## src/rtl/instr_realigner.sv

```systemverilog
// instr_realigner
//   Sits between instruction fetch and decode. Aligned 32-bit fetch words are
//   split into 16-bit parcels and held in a small circular FIFO. The head of
//   the FIFO is presented as a single instruction: either a 32-bit
//   instruction, which may straddle two fetch words, or an RVC parcel
//   expanded to its RV32I equivalent.
// Ports
//   clk, rst_n                     clock, synchronous active-low reset
//   fetch_valid_i/fetch_ready_o    fetch word handshake
//   fetch_data_i                   aligned word, parcels {hi, lo}
//   redirect_i/redirect_pc_i       flush the FIFO and restart at a new PC
//   instr_valid_o/instr_ready_i    decode handshake
//   instr_o, instr_pc_o            instruction and its PC
//   compressed_o, illegal_o        instruction flags
module instr_realigner #(
  parameter int unsigned BUF_HW   = 4,
  parameter logic [31:0] RESET_PC = 32'h0000_0000,
  parameter bit          ENABLE_C = 1'b1
) (
  input  logic        clk,
  input  logic        rst_n,
  input  logic        fetch_valid_i,
  output logic        fetch_ready_o,
  input  logic [31:0] fetch_data_i,
  input  logic        redirect_i,
  input  logic [31:0] redirect_pc_i,
  output logic        instr_valid_o,
  input  logic        instr_ready_i,
  output logic [31:0] instr_o,
  output logic [31:0] instr_pc_o,
  output logic        compressed_o,
  output logic        illegal_o
);
  localparam int unsigned AW = $clog2(BUF_HW);
  localparam logic [AW:0] FREE_TH = (AW+1)'(BUF_HW - 2);

  typedef struct packed {
    logic        illegal;
    logic [31:0] instr;
  } exp_t;

  function automatic exp_t rvc_expand(input logic [15:0] c);
    exp_t        r;
    logic [4:0]  rd, rs2, rdp, rs1p;
    logic [11:0] imm6, i16sp;
    logic [20:0] jimm;
    logic [12:0] bimm;
    logic [9:0]  u4spn;
    logic [6:0]  uw;
    logic [7:0]  usp, ussp;
    rd    = c[11:7];
    rs2   = c[6:2];
    rdp   = {2'b01, c[4:2]};
    rs1p  = {2'b01, c[9:7]};
    imm6  = {{6{c[12]}}, c[12], c[6:2]};
    i16sp = {{2{c[12]}}, c[12], c[4:3], c[5], c[2], c[6], 4'b0000};
    jimm  = {{9{c[12]}}, c[12], c[8], c[10:9], c[6], c[7], c[2], c[11], c[5:3], 1'b0};
    bimm  = {{4{c[12]}}, c[12], c[6:5], c[2], c[11:10], c[4:3], 1'b0};
    u4spn = {c[10:7], c[12:11], c[5], c[6], 2'b00};
    uw    = {c[5], c[12:10], c[6], 2'b00};
    usp   = {c[3:2], c[12], c[6:4], 2'b00};
    ussp  = {c[8:7], c[12:9], 2'b00};
    r.illegal = 1'b0;
    r.instr   = 32'h0;
    case (c[1:0])
      2'b00: case (c[15:13])
        3'b000: begin
          r.instr   = {2'b00, u4spn, 5'd2, 3'b000, rdp, 7'h13};
          r.illegal = (u4spn == 10'd0);  // also catches the all-zero parcel
        end
        3'b010:  r.instr = {5'b0, uw, rs1p, 3'b010, rdp, 7'h03};
        3'b110:  r.instr = {5'b0, uw[6:5], rdp, rs1p, 3'b010, uw[4:0], 7'h23};
        default: r.illegal = 1'b1;
      endcase
      2'b01: case (c[15:13])
        3'b000: r.instr = {imm6, rd, 3'b000, rd, 7'h13};
        3'b001: r.instr = {jimm[20], jimm[10:1], jimm[11], jimm[19:12], 5'd1, 7'h6f};
        3'b010: r.instr = {imm6, 5'd0, 3'b000, rd, 7'h13};
        3'b011: begin
          if (rd == 5'd2) begin
            r.instr   = {i16sp, 5'd2, 3'b000, 5'd2, 7'h13};
            r.illegal = (i16sp == 12'd0);
          end else begin
            r.instr   = {{14{c[12]}}, c[12], c[6:2], rd, 7'h37};
            r.illegal = ({c[12], c[6:2]} == 6'd0);
          end
        end
        3'b100: case (c[11:10])
          2'b00: begin
            r.instr   = {7'h00, c[6:2], rs1p, 3'b101, rs1p, 7'h13};
            r.illegal = c[12];
          end
          2'b01: begin
            r.instr   = {7'h20, c[6:2], rs1p, 3'b101, rs1p, 7'h13};
            r.illegal = c[12];
          end
          2'b10: r.instr = {imm6, rs1p, 3'b111, rs1p, 7'h13};
          default: begin
            // c[12]=1 selects the RV64-only word ops
            r.illegal = c[12];
            case (c[6:5])
              2'b00:   r.instr = {7'h20, rdp, rs1p, 3'b000, rs1p, 7'h33};
              2'b01:   r.instr = {7'h00, rdp, rs1p, 3'b100, rs1p, 7'h33};
              2'b10:   r.instr = {7'h00, rdp, rs1p, 3'b110, rs1p, 7'h33};
              default: r.instr = {7'h00, rdp, rs1p, 3'b111, rs1p, 7'h33};
            endcase
          end
        endcase
        3'b101:  r.instr = {jimm[20], jimm[10:1], jimm[11], jimm[19:12], 5'd0, 7'h6f};
        3'b110:  r.instr = {bimm[12], bimm[10:5], 5'd0, rs1p, 3'b000, bimm[4:1], bimm[11], 7'h63};
        default: r.instr = {bimm[12], bimm[10:5], 5'd0, rs1p, 3'b001, bimm[4:1], bimm[11], 7'h63};
      endcase
      2'b10: case (c[15:13])
        3'b000: begin
          r.instr   = {7'h00, c[6:2], rd, 3'b001, rd, 7'h13};
          r.illegal = c[12];
        end
        3'b010: begin
          r.instr   = {4'b0, usp, 5'd2, 3'b010, rd, 7'h03};
          r.illegal = (rd == 5'd0);
        end
        3'b100: begin
          if (!c[12]) begin
            if (rs2 == 5'd0) begin
              r.instr   = {12'h0, rd, 3'b000, 5'd0, 7'h67};
              r.illegal = (rd == 5'd0);
            end else
              r.instr = {7'h00, rs2, 5'd0, 3'b000, rd, 7'h33};
          end else if (rs2 == 5'd0 && rd == 5'd0)
            r.instr = 32'h0010_0073;
          else if (rs2 == 5'd0)
            r.instr = {12'h0, rd, 3'b000, 5'd1, 7'h67};
          else
            r.instr = {7'h00, rs2, rd, 3'b000, rd, 7'h33};
        end
        3'b110:  r.instr = {4'b0, ussp[7:5], rs2, 5'd2, 3'b010, ussp[4:0], 7'h23};
        default: r.illegal = 1'b1;
      endcase
      default: r.illegal = 1'b1;
    endcase
    if (r.illegal) r.instr = {16'h0, c};
    return r;
  endfunction

  logic [BUF_HW-1:0][15:0] buf_q;
  logic [AW-1:0] rd_ptr, wr_ptr, push_n, pop_n;
  logic [AW:0]   count;
  logic [31:0]   pc;
  logic          skip_lo, push, pop, is32, head_ok;
  logic [15:0]   h0, h1;
  exp_t          exp_c;
  logic          unused_pc0;

  assign unused_pc0 = redirect_pc_i[0];

  assign h0      = buf_q[rd_ptr];
  assign h1      = buf_q[rd_ptr + AW'(1)];
  assign is32    = (h0[1:0] == 2'b11);
  assign exp_c   = rvc_expand(h0);
  assign head_ok = is32 ? (count >= (AW+1)'(2)) : (count != '0);

  assign fetch_ready_o = (count <= FREE_TH) && !redirect_i;
  assign push   = fetch_valid_i && fetch_ready_o;
  assign pop    = instr_valid_o && instr_ready_i && !redirect_i;
  assign push_n = push ? (skip_lo ? AW'(1) : AW'(2)) : '0;
  assign pop_n  = pop ? (is32 ? AW'(2) : AW'(1)) : '0;

  // Outputs are read straight off the FIFO head; forced to 0 while in reset.
  assign instr_valid_o = rst_n && head_ok;
  assign instr_pc_o    = rst_n ? pc : 32'h0;
  assign compressed_o  = rst_n && !is32;
  assign illegal_o     = rst_n && !is32 && (ENABLE_C ? exp_c.illegal : 1'b1);
  always_comb begin
    instr_o = 32'h0;
    if (rst_n) begin
      if (is32)          instr_o = {h1, h0};
      else if (ENABLE_C) instr_o = exp_c.instr;
      else               instr_o = {16'h0, h0};
    end
  end

  always_ff @(posedge clk) begin
    if (!rst_n) begin
      rd_ptr  <= '0;
      wr_ptr  <= '0;
      count   <= '0;
      pc      <= RESET_PC;
      skip_lo <= RESET_PC[1];
    end else if (redirect_i) begin
      rd_ptr  <= '0;
      wr_ptr  <= '0;
      count   <= '0;
      pc      <= {redirect_pc_i[31:1], 1'b0};
      skip_lo <= redirect_pc_i[1];
    end else begin
      if (push) begin
        // A redirect into the upper half of a word drops that word's low parcel.
        if (skip_lo) buf_q[wr_ptr] <= fetch_data_i[31:16];
        else begin
          buf_q[wr_ptr]          <= fetch_data_i[15:0];
          buf_q[wr_ptr + AW'(1)] <= fetch_data_i[31:16];
        end
        wr_ptr  <= wr_ptr + push_n;
        skip_lo <= 1'b0;
      end
      if (pop) begin
        rd_ptr <= rd_ptr + pop_n;
        pc     <= pc + (is32 ? 32'd4 : 32'd2);
      end
      count <= count + {1'b0, push_n} - {1'b0, pop_n};
    end
  end
endmodule

```

## config.mk

```make
export PLATFORM = sky130hd
export DESIGN_NAME = instr_realigner
export DESIGN_NICKNAME = d
export VERILOG_FILES = /design/src/rtl/instr_realigner.sv
export SDC_FILE = /design/constraint.sdc
export NUM_CORES = 1
export LEC_CHECK = 0
export BUFFER_PORTS_ARGS = -buffer_cell sky130_fd_sc_hd__buf_2
export CORE_MARGIN = 5
export CORE_UTILIZATION = 26
export DETAILED_ROUTE_END_ITERATION = 8
export GPL_ROUTABILITY_DRIVEN = 0
export HOLD_SLACK_MARGIN = 0.03
export PLACE_DENSITY = 0.53
export SETUP_SLACK_MARGIN = 0.02
export SLEW_MARGIN = 20
export SYNTH_ARGS = -nofsm -noshare
export SYNTH_HDL_FRONTEND = slang
export SYNTH_SLANG_ARGS = --single-unit
```

## constraint.sdc

```tcl
create_clock -name clk -period 3.9 [get_ports clk]
set_input_delay 0.39 -clock clk [delete_from_list [all_inputs] [get_ports clk]]
set_output_delay 0.39 -clock clk [all_outputs]
set_load 0.01 [all_outputs]
```

==> results.md, run 1 <==
* PortBufs at 134
* Final nets at 1,153
* Grt total ovfl at 0
* Drt wl/cell at 19.3 um
* Worst-case clock buffer depth at 2
* Final setup vio count at 0
* VDD IR-drop max at 0.172 mV
* Crit-path cells: buf_4 -> mux4_2 -> buf_4 -> nor4_1 -> nand4b_1 -> and3_1 -> nand4_1 -> buf_4 -> nand2_1 -> a21oi_1 -> buf_2
* CTS tree: yes
* Hold path startpoint: redirect_pc_i[2]
* Final Hold Vio Count at 0
* ANT nets after route at 0
* RSZ-0062 raised after global routing: false
* DIE AREA at 36,100 um2
* Largest net degree at the start of global routing at 131
* Syn_nets at 1,061
* Worst EP required at 3.51 ns
* Setup crit end kind: output pin
* CP peak stage delay at 0.52 ns
* Skew-Pair Late Insertion Delay at 0.36 ns
* Setup crit start kind: register
* Minimum clock period at 3.80 ns
* Via count of the first global-routing pass at 7,568
* Dpl cells at 1,494
* Clk pin slew, worst setup/hold paths at 0.07 ns
* Post-Syn Area per Cell at 8.61 um2
* First-pass GRT wire length at 44,700 um
* Number of synthesized register bits at 103
* Starting Density at 26.1%
* Top post-synthesis cells by count: a21oi_1 (131), nand2_1 (122), clkbuf_1 (78), a221oi_1 (67), o21ai_0 (67)
* Max cap viols at 0
* CP Data Arrival Time at 3.41 ns
* Hold Path End: pc[2]$_SDFFE_PN0P_
* Die W at 190 um
* Util after Layout at 30.8%
* Clock skew at 0.00982 ns
* Fillcell total at 3,428
* Post-synth EDFFs at 64
* Drt total wl at 29,300 um
* DP Wirelength at 21,500 um
* Post-synthesis cell type with the largest combined area: edfxtp_1
* Height of the die at 190 um
* Via/cell ratio at 5.40
* CORE AREA at 32,300 um2
* Hold WS at 0.263 ns
* Post-synth cell types at 73
* Diode count at 0
* Post-synth ARST share at 0%
* Crit path max fanout at 18
* R2R Path End: count[2]$_SDFF_PP0_
* H-tree levels at 3
* PwrDens at 264 nW/um2
* Status: completed
* Fmax achieved at 263 MHz
* Worst-margin pin slew at 0.871 ns
* DR vias at 8,192
* Mapped Area at 8430 um2
* Initial antenna violation count at 5
* Ranking of synthesized cells by area: edfxtp_1 (23%), dfxtp_1 (9.3%), a21oi_1 (7.8%)
* FP Rows at 66
* Mapped Cells at 979
* Min-Delay Path Depth at 3
* Area Overhead vs Synth at 17.9%
* Most used cell, CP: buf_4
* Post-Route Setup TNS at 0 ns
* Initial drt markers at 917
* Number of synthesis warnings at 0
* All-Layer GR Usage at 15.5%
* Worst min path class: in -> reg
* Clock net sink count at 103
* TritonCTS buffer count at 9
* Relative slew slack at 42.0%
* Critical path's top delay family: simple AND/OR/NAND/NOR gates
* Most numerous cell in the Yosys netlist: a21oi_1
* Lkg Pwr at 3.52 nW
* Worst setup path category: reg -> out
* Top cell type's share of synthesized area at 22.8%
* Worst path bufs/invs at 4
* I/O pins at 137
* Setup slack, reg-to-reg at 0.43 ns
* Register-to-Register Path Depth at 10
* Pwr Total at 2.62 mW
* Final Non-Filler Cells at 1,518
* Tcrit/Tclk final at 97.3%
* Critical path's slowest cell: mux4_2
* Ys flop type: edfxtp_1
* Sequential-to-total area share from yosys stat at 32.1%
* Pins Over Slew Limit at 0
* Root Buffer: clkbuf_16
* DRT Pass-1 Iters at 5
* Drt drc at 0
* Share of layout cells above drive strength 1 at 25.3%
* R2r startpoint: rd_ptr[0]$_SDFFE_PP0P_
-- final cells by class --
class | instances | area (um2) | share of cell area (%)
inverters | 18 | 71.3 | 0.718
clock buffers | 9 | 225 | 2.27
clock inverters | 7 | 76.3 | 0.768
flip-flops and latches | 103 | 2710 | 27.3
repair buffers | 198 | 1180 | 11.9
multi-input cells | 741 | 5110 | 51.5
well taps | 442 | 553 | 5.57
-- power breakdown --
part | internal, mW | leakage (nW) | switching (mW) | total, mW
Sequential | 1.20 | 0.891 | 0.0303 | 1.23
Combinational | 0.187 | 2.48 | 0.296 | 0.482
Clock | 0.458 | 0.149 | 0.459 | 0.917
Total | 1.84 | 3.52 | 0.784 | 2.62
-- how the worst max path moves through the flow --
| stage | startpoint | endpoint | slack (ns) | cells past startpoint |
|---|---|---|---|---|
| final | rd_ptr[0]$_SDFFE_PP0P_ | instr_o[2] | 0.10 | 11 |
| after detailed placement | rd_ptr[0]$_SDFFE_PP0P_ | instr_o[8] | 0.31 | 9 |
| after global routing | rd_ptr[0]$_SDFFE_PP0P_ | instr_o[10] | 0.03 | 11 |
| after CTS | rd_ptr[0]$_SDFFE_PP0P_ | instr_o[8] | 0.05 | 9 |
| after floorplan | rd_ptr[0]$_SDFFE_PP0P_ | count[2]$_SDFF_PP0_ | 0.38 | 12 |
| after global placement | rd_ptr[0]$_SDFFE_PP0P_ | instr_o[8] | 0.31 | 9 |
-- cells in the final DEF, fill, tap and decap left out, drive strengths merged, types with 5 or more instances in the layout --
| cell | instances |
|---|---|
| and3 | 9 |
| o22ai | 5 |
| buf | 197 |
| nor4 | 5 |
| and2 | 31 |
| and4 | 6 |
| a21oi | 131 |
| xor2 | 23 |
| a211oi | 6 |
| edfxtp | 64 |
| a221oi | 67 |
| mux2i | 12 |
| o211ai | 5 |
| dfxtp | 39 |
| nor2 | 55 |
| o21ai | 67 |
| a31oi | 5 |
| mux4 | 32 |
| nor3 | 9 |
| inv | 21 |
| nand2 | 123 |
| clkbuf | 10 |
| xnor2 | 11 |
| a22oi | 6 |
| nand4 | 17 |
| ha | 10 |
| nand3 | 29 |
| nand2b | 5 |
| nor2b | 8 |
-- flip-flops by register name (all words and copies together) (netlist names) --
register,count
skip_lo,1
wr_ptr,2
count,3
pc,31
rd_ptr,2
buf_q,64
-- routing by layer --
metal	GRT usage (%)	part of all wire (%)
met1	22.4	46
met2	23.3	44
met3	3.54	7.7
met4	4.26	2.1
met5	0	0.16
-- per-stage QoR --
stage,area [um2],setup slack (ns)
4_1_cts,9850,0.0490
2_1_floorplan,8430,0.384
3_3_place_gp,9550,0.307
5_1_grt,9940,0.0267
6_report,9940,0.104
3_5_place_dp,9550,0.311
-- cell families after synthesis --
logic type | after synthesis | share of synthesized area [%]
other | 1 | 0.0445
multiplexers | 48 | 10.7
AO/OA/AOI/OAI | 330 | 25.8
buffers and inverters | 136 | 7.44
flip-flops | 103 | 32.1
adder cells (fa/ha/maj) | 14 | 2.32
XOR/XNOR | 34 | 3.53
AND/OR/NAND/NOR | 313 | 18.1
-- worst min-delay path: stages --
cell and delay (ns):
buf_2 0.08, mux2i_1 0.05, nor2_1 0.07
-- timing repair --
item	4_1_cts	5_1_grt
cloned	0	2
setup endpoints to repair	16	21
gates resized for setup	2	9
hold endpoints to repair	0	0
pin swaps	1	4
setup buffers	0	6
hold buffers	0	0
(Power assumes the default switching activity.)
==> run 2, diff against run 1 <==
- CTS_BUF_LIST: unset -> sky130_fd_sc_hd__clkbuf_4 sky130_fd_sc_hd__clkbuf_8
==> run 2 against run 1 <==
  * Sequential cell count is the same
  * Combinational power is essentially flat
  * Highest routed layer unchanged
  * Core utilization shrank 0.15 points
  * Setup slack lost 0.010 ns
  * Critical endpoint is now instr_o[17]
  * Sequential share of layout area grew 0.14 points
==> results.md, run 2 (synthesis gave the netlist of run 1 again) <==
* Register with the most flip-flops: buf_q
* Largest net degree at the start of global routing at 131
* RSZ-0062 raised after global routing: false
* Initial antenna violation count at 5
* Height of the die at 190 um
* Share of layout cells above drive strength 1 at 25.8%
* ANT nets after route at 0
* Fmax achieved at 263 MHz
* Via/cell ratio at 5.39
* Hold Path End: pc[2]$_SDFFE_PN0P_
* Die W at 190 um
* Initial drt markers at 908
* Pins Over Slew Limit at 0
* Min-Delay Path Depth at 3
* All-Layer GR Usage at 15.4%
* Worst min path class: in -> reg
* CP Data Arrival Time at 3.42 ns
* Status: completed
* Area Overhead vs Synth at 17.3%
* Register-to-Register Path Depth at 10
* Root Buffer: clkbuf_8
* Drt drc at 0
* Max cap viols at 0
* Via count of the first global-routing pass at 7,624
* DIE AREA at 36,100 um2
* VDD IR-drop max at 0.136 mV
* Final Hold Vio Count at 0
* Clk pin slew, worst setup/hold paths at 0.10 ns
* DR vias at 8,210
* Post-Route Setup TNS at 0 ns
* Storage cell area at 2710 um2
* Multi-input logic area at 5130 um2
* Clock skew at 0.0129 ns
* Max reg flops at 64
* Hold path startpoint: redirect_pc_i[2]
* Worst EP required at 3.51 ns
* Worst setup path category: reg -> out
* Commonest non-fill, non-tap cells in the layout: buf_2 (134), a21oi_1 (131), nand2_1 (122), a221oi_1 (67), buf_4 (65)
* R2R Path End: count[2]$_SDFF_PP0_
* R2r startpoint: rd_ptr[0]$_SDFFE_PP0P_
* TritonCTS buffer count at 9
* First-pass GRT wire length at 44,800 um
* Crit path max fanout at 14
* Diode count at 0
* Setup crit end kind: output pin
* Grt total ovfl at 0
* Setup crit start kind: register
* Skew-Pair Late Insertion Delay at 0.40 ns
* Lkg Pwr at 3.49 nW
* Tcrit/Tclk final at 97.6%
* Setup slack, reg-to-reg at 0.43 ns
* FP Rows at 66
* CORE AREA at 32,300 um2
* Drt wl/cell at 19.3 um
* PwrDens at 243 nW/um2
* H-tree levels at 3
* DP Wirelength at 21,500 um
* Fillcell total at 3,430
* Crit. Startpoint: rd_ptr[0]$_SDFFE_PP0P_
* Util after Layout at 30.6%
* Minimum clock period at 3.81 ns
* Setup WS pre-CTS at 0.311 ns
* Clock net sink count at 103
* Hold-fix buffers, CTS at 0
* Worst-margin pin slew at 0.874 ns
* I/O pins at 137
* Biggest registers after layout: buf_q: 64 flops, pc: 31 flops, count: 3 flops
* Starting Density at 26.1%
* DRT Pass-1 Iters at 5
* Relative slew slack at 41.7%
* Worst-case clock buffer depth at 2
* PortBufs at 134
* CTS tree: yes
* Commonest non-fill, non-tap cell in the layout: buf_2
* Drt total wl at 29,400 um
* Final setup margin at 0.0940 ns
* Final nets at 1,157
* Final setup vio count at 0
-- run 2: cell count changes in the layout (fill, tap and decap cells not counted), moves of 2 or more --
cell / before / now
o21ai_1: 1 / 3
o21ai_0: 66 / 64
buf_4: 61 / 65
clkbuf_8: 0 / 9
clkbuf_16: 10 / 1
-- run 2: worst max-delay path, cell delays in order (launching register included) --
cell and delay, ns:
dfxtp_4 0.43, mux4_1 0.77, buf_4 0.26, buf_4 0.19, or3_1 0.45, nor2_1 0.22, a221oi_1 0.09, o21ai_0 0.10
a21oi_1 0.09, o21ai_0 0.22, buf_2 0.18
-- run 2: metrics by stage --
stage | total power [mW] | hold slack [ns] | instance area [um2] | std cells
after CTS | 2.41 | 0.205 | 9770 | 1513
after global routing | 2.51 | 0.217 | 9890 | 1522
after global placement | 1.72 | 0.525 | 9550 | 1494
final | 2.40 | 0.229 | 9890 | 1522
after floorplan | 1.56 | 0.486 | 8430 | 979
after detailed placement | 1.72 | 0.534 | 9550 | 1494
-- run 2: worst max-delay path by stage --
| stage | depth (start not counted) | to | slack [ns] |
|---|---|---|---|
| after global routing | 10 | instr_o[17] | 0.02 |
| after detailed placement | 9 | instr_o[8] | 0.31 |
| after floorplan | 12 | count[2]$_SDFF_PP0_ | 0.38 |
| after global placement | 9 | instr_o[8] | 0.31 |
| final | 10 | instr_o[17] | 0.09 |
| after CTS | 9 | instr_o[15] | 0.02 |
-- run 2: layer usage --
metal | global-route usage, % | wire, um
met5 | 0 | 47
met4 | 3.81 | 590
met3 | 3.49 | 2440
met2 | 23.4 | 13000
met1 | 22.4 | 13200
-- run 2: layout make-up --
cell class,instances,share of cell area (%)
multi-input cells,741,51.9
flip-flops and latches,103,27.4
repair buffers,202,12.3
well taps,442,5.59
clock buffers,9,1.25
clock inverters,7,0.772
inverters,18,0.721
-- run 2: repair_timing --
action | CTS | global route
endpoints found under the setup margin | 17 | 23
resized for setup | 2 | 15
pin swaps | 2 | 5
buffers inserted | 3 | 7
cloned | 0 | 2
-- run 2: power by group --
part / total [mW] / switching (mW) / internal (mW)
registers: 1.23 / 0.0302 / 1.20
logic: 0.485 / 0.296 / 0.188
clock network: 0.690 / 0.433 / 0.257
==> run 3, diff against run 2 <==
- clock period: 3.9 -> 4.1 ns (I/O delays scaled with it)
==> run 3 against run 2 <==
  * Design area shrank 1.4%
  * Sequential power shrank 6%
  * First-iteration DRC count grew 14%
  * Setup slack gained 0.078 ns
  * Combinational power shrank 4.7%
  * Largest cell class unchanged
  * Largest power group unchanged
  * Highest routed layer unchanged
==> results.md, run 3 (synthesis gave the netlist of run 1 again) <==
* Final nets at 1,143
* First-pass GRT wire length at 44,900 um
* DP Wirelength at 21,400 um
* CP Data Arrival Time at 3.52 ns
* Diode count at 0
* VDD IR-drop max at 0.171 mV
* Crit-path cells: buf_12 -> buf_4 -> mux4_2 -> nor2_1 -> nand4_1 -> a221o_1 -> and4_4 -> nand2_2 -> o21ai_0 -> buf_2
* Starting Density at 26.1%
* ANT nets after route at 0
* Final Instance Area at 9750 um2
* Commonest non-fill, non-tap cell in the layout: buf_2
* Largest net degree at the start of global routing at 131
* Worst min path class: in -> reg
* FP Rows at 66
* Lkg Pwr at 3.42 nW
* H-tree levels at 3
* CORE AREA at 32,300 um2
* R2r startpoint: rd_ptr[0]$_SDFFE_PP0P_
* Max reg flops at 64
* Clock skew at 0.0126 ns
* Drt wl/cell at 19.4 um
* Worst-case clock buffer depth at 2
* I/O pins at 137
* Min-Delay Path Depth at 3
* Post-Route Setup TNS at 0 ns
* Initial antenna violation count at 3
* Share of layout cells above drive strength 1 at 24.1%
* Minimum clock period at 3.93 ns
* Critical path's slowest cell: mux4_2
* Register-to-Register Path Depth at 9
* TritonCTS buffer count at 9
* DR vias at 8,164
* Initial drt markers at 1,031
* RSZ-0062 raised after global routing: true
* Tcrit/Tclk final at 95.8%
* Max cap viols at 0
* Final setup vio count at 0
* Pins Over Slew Limit at 0
* Setup crit end kind: output pin
* Skew-Pair Late Insertion Delay at 0.38 ns
* Drt total wl at 29,300 um
* PwrDens at 231 nW/um2
* Register with the most flip-flops: buf_q
* Crit path max fanout at 14
* Hold path startpoint: redirect_pc_i[2]
* Drt drc at 0
* Fmax achieved at 255 MHz
* Grt total ovfl at 0
* Worst setup path category: reg -> out
* CP peak stage delay at 0.69 ns
* R2R Path End: count[2]$_SDFF_PP0_
* DRT Pass-1 Iters at 7
* Setup slack, reg-to-reg at 0.56 ns
* Setup crit start kind: register
* Dpl cells at 1,488
* PortBufs at 134
* Hold Path End: pc[2]$_SDFFE_PN0P_
* Via count of the first global-routing pass at 7,465
* Status: completed
* Placement Cell Area at 9510 um2
* Final Non-Filler Cells at 1,508
* Worst-margin pin slew at 0.838 ns
* Via/cell ratio at 5.41
* Root Buffer: clkbuf_8
* Relative slew slack at 44.2%
* Die W at 190 um
* Biggest registers after layout: buf_q: 64 flops, pc: 31 flops, count: 3 flops
* Height of the die at 190 um
* Final Hold Vio Count at 0
* All-Layer GR Usage at 15.6%
* Commonest non-fill, non-tap cells in the layout: buf_2 (134), a21oi_1 (131), nand2_1 (121), a221oi_1 (67), o21ai_0 (65)
* CTS tree: yes
* Worst EP required at 3.69 ns
* Area Overhead vs Synth at 15.7%
* DIE AREA at 36,100 um2
* Clock net sink count at 103
* Clk pin slew, worst setup/hold paths at 0.11 ns
==> run 3: cell count changes in the layout (fill, tap and decap cells not counted), moves of 2 or more <==
cell	before	now
mux4_1	1	5
buf_4	65	51
nand2_2	0	2
mux4_2	31	27
==> run 3: report_power, final <==
part / switching (mW) / internal, mW / leakage [nW]
Combinational: 0.286 / 0.176 / 2.44
Clock: 0.395 / 0.233 / 0.0917
Sequential: 0.0281 / 1.14 / 0.891
==> run 3: metrics by stage <==
stage / utilization, % / hold WS, ns / power (mW) / setup slack [ns]
4_1_cts: 30.1 / 0.241 / 2.28 / 0.0126
5_1_grt: 30.2 / 0.276 / 2.38 / 0.000820
3_5_place_dp: 29.5 / 0.537 / 1.64 / 0.466
3_3_place_gp: 29.5 / 0.526 / 1.64 / 0.407
2_1_floorplan: - / 0.486 / 1.48 / 0.584
6_report: 30.2 / 0.274 / 2.25 / 0.172
==> run 3: repair_timing <==
item | CTS | global route
gates resized for setup | 1 | 6
hold endpoints to repair | 0 | 0
pin swaps | 0 | 1
hold buffers | 0 | 0
gates cloned | 1 | 0
setup buffers | 0 | 3
setup endpoints to repair | 2 | 21
==> run 3: area by class of cell <==
class	count	area, um2
multi-input combinational	741	5130
tap	442	553
clock buffer	9	124
clock inverter	7	60.1
sequential	103	2710
fill	3427	22500
timing repair buffer	188	1100
inverter	18	67.6
==> run 3: worst max path at each step <==
stage	end	slack, ns	startpoint	cells past startpoint
CTS	instr_o[10]	0.01	rd_ptr[0]$_SDFFE_PP0P_	10
finish	instr_o[19]	0.17	rd_ptr[0]$_SDFFE_PP0P_	10
floorplan	count[2]$_SDFF_PP0_	0.58	rd_ptr[0]$_SDFFE_PP0P_	12
detailed placement	instr_o[17]	0.47	rd_ptr[0]$_SDFFE_PP0P_	9
global route	instr_o[10]	0.0008	rd_ptr[0]$_SDFFE_PP0P_	11
global placement	instr_o[17]	0.41	rd_ptr[0]$_SDFFE_PP0P_	9
==> run 3: worst max-delay path: cells and delay by family (launching register included) <==
kind	cells	cell delay [ns]
multiplexers	1	0.69
buffers and inverters	3	0.55
AO/OA/AOI/OAI	2	0.62
flip-flops	1	0.46
AND/OR/NAND/NOR	4	0.79
==> run 3: metal layers <==
layer	share of wire, %	vias up	track usage, %
met4	1.9	6	3.90
met2	44	340	23.1
met3	7.2	50	3.14
met5	0.096	-	0
li1	-	3851	-
met1	47	3917	23.2
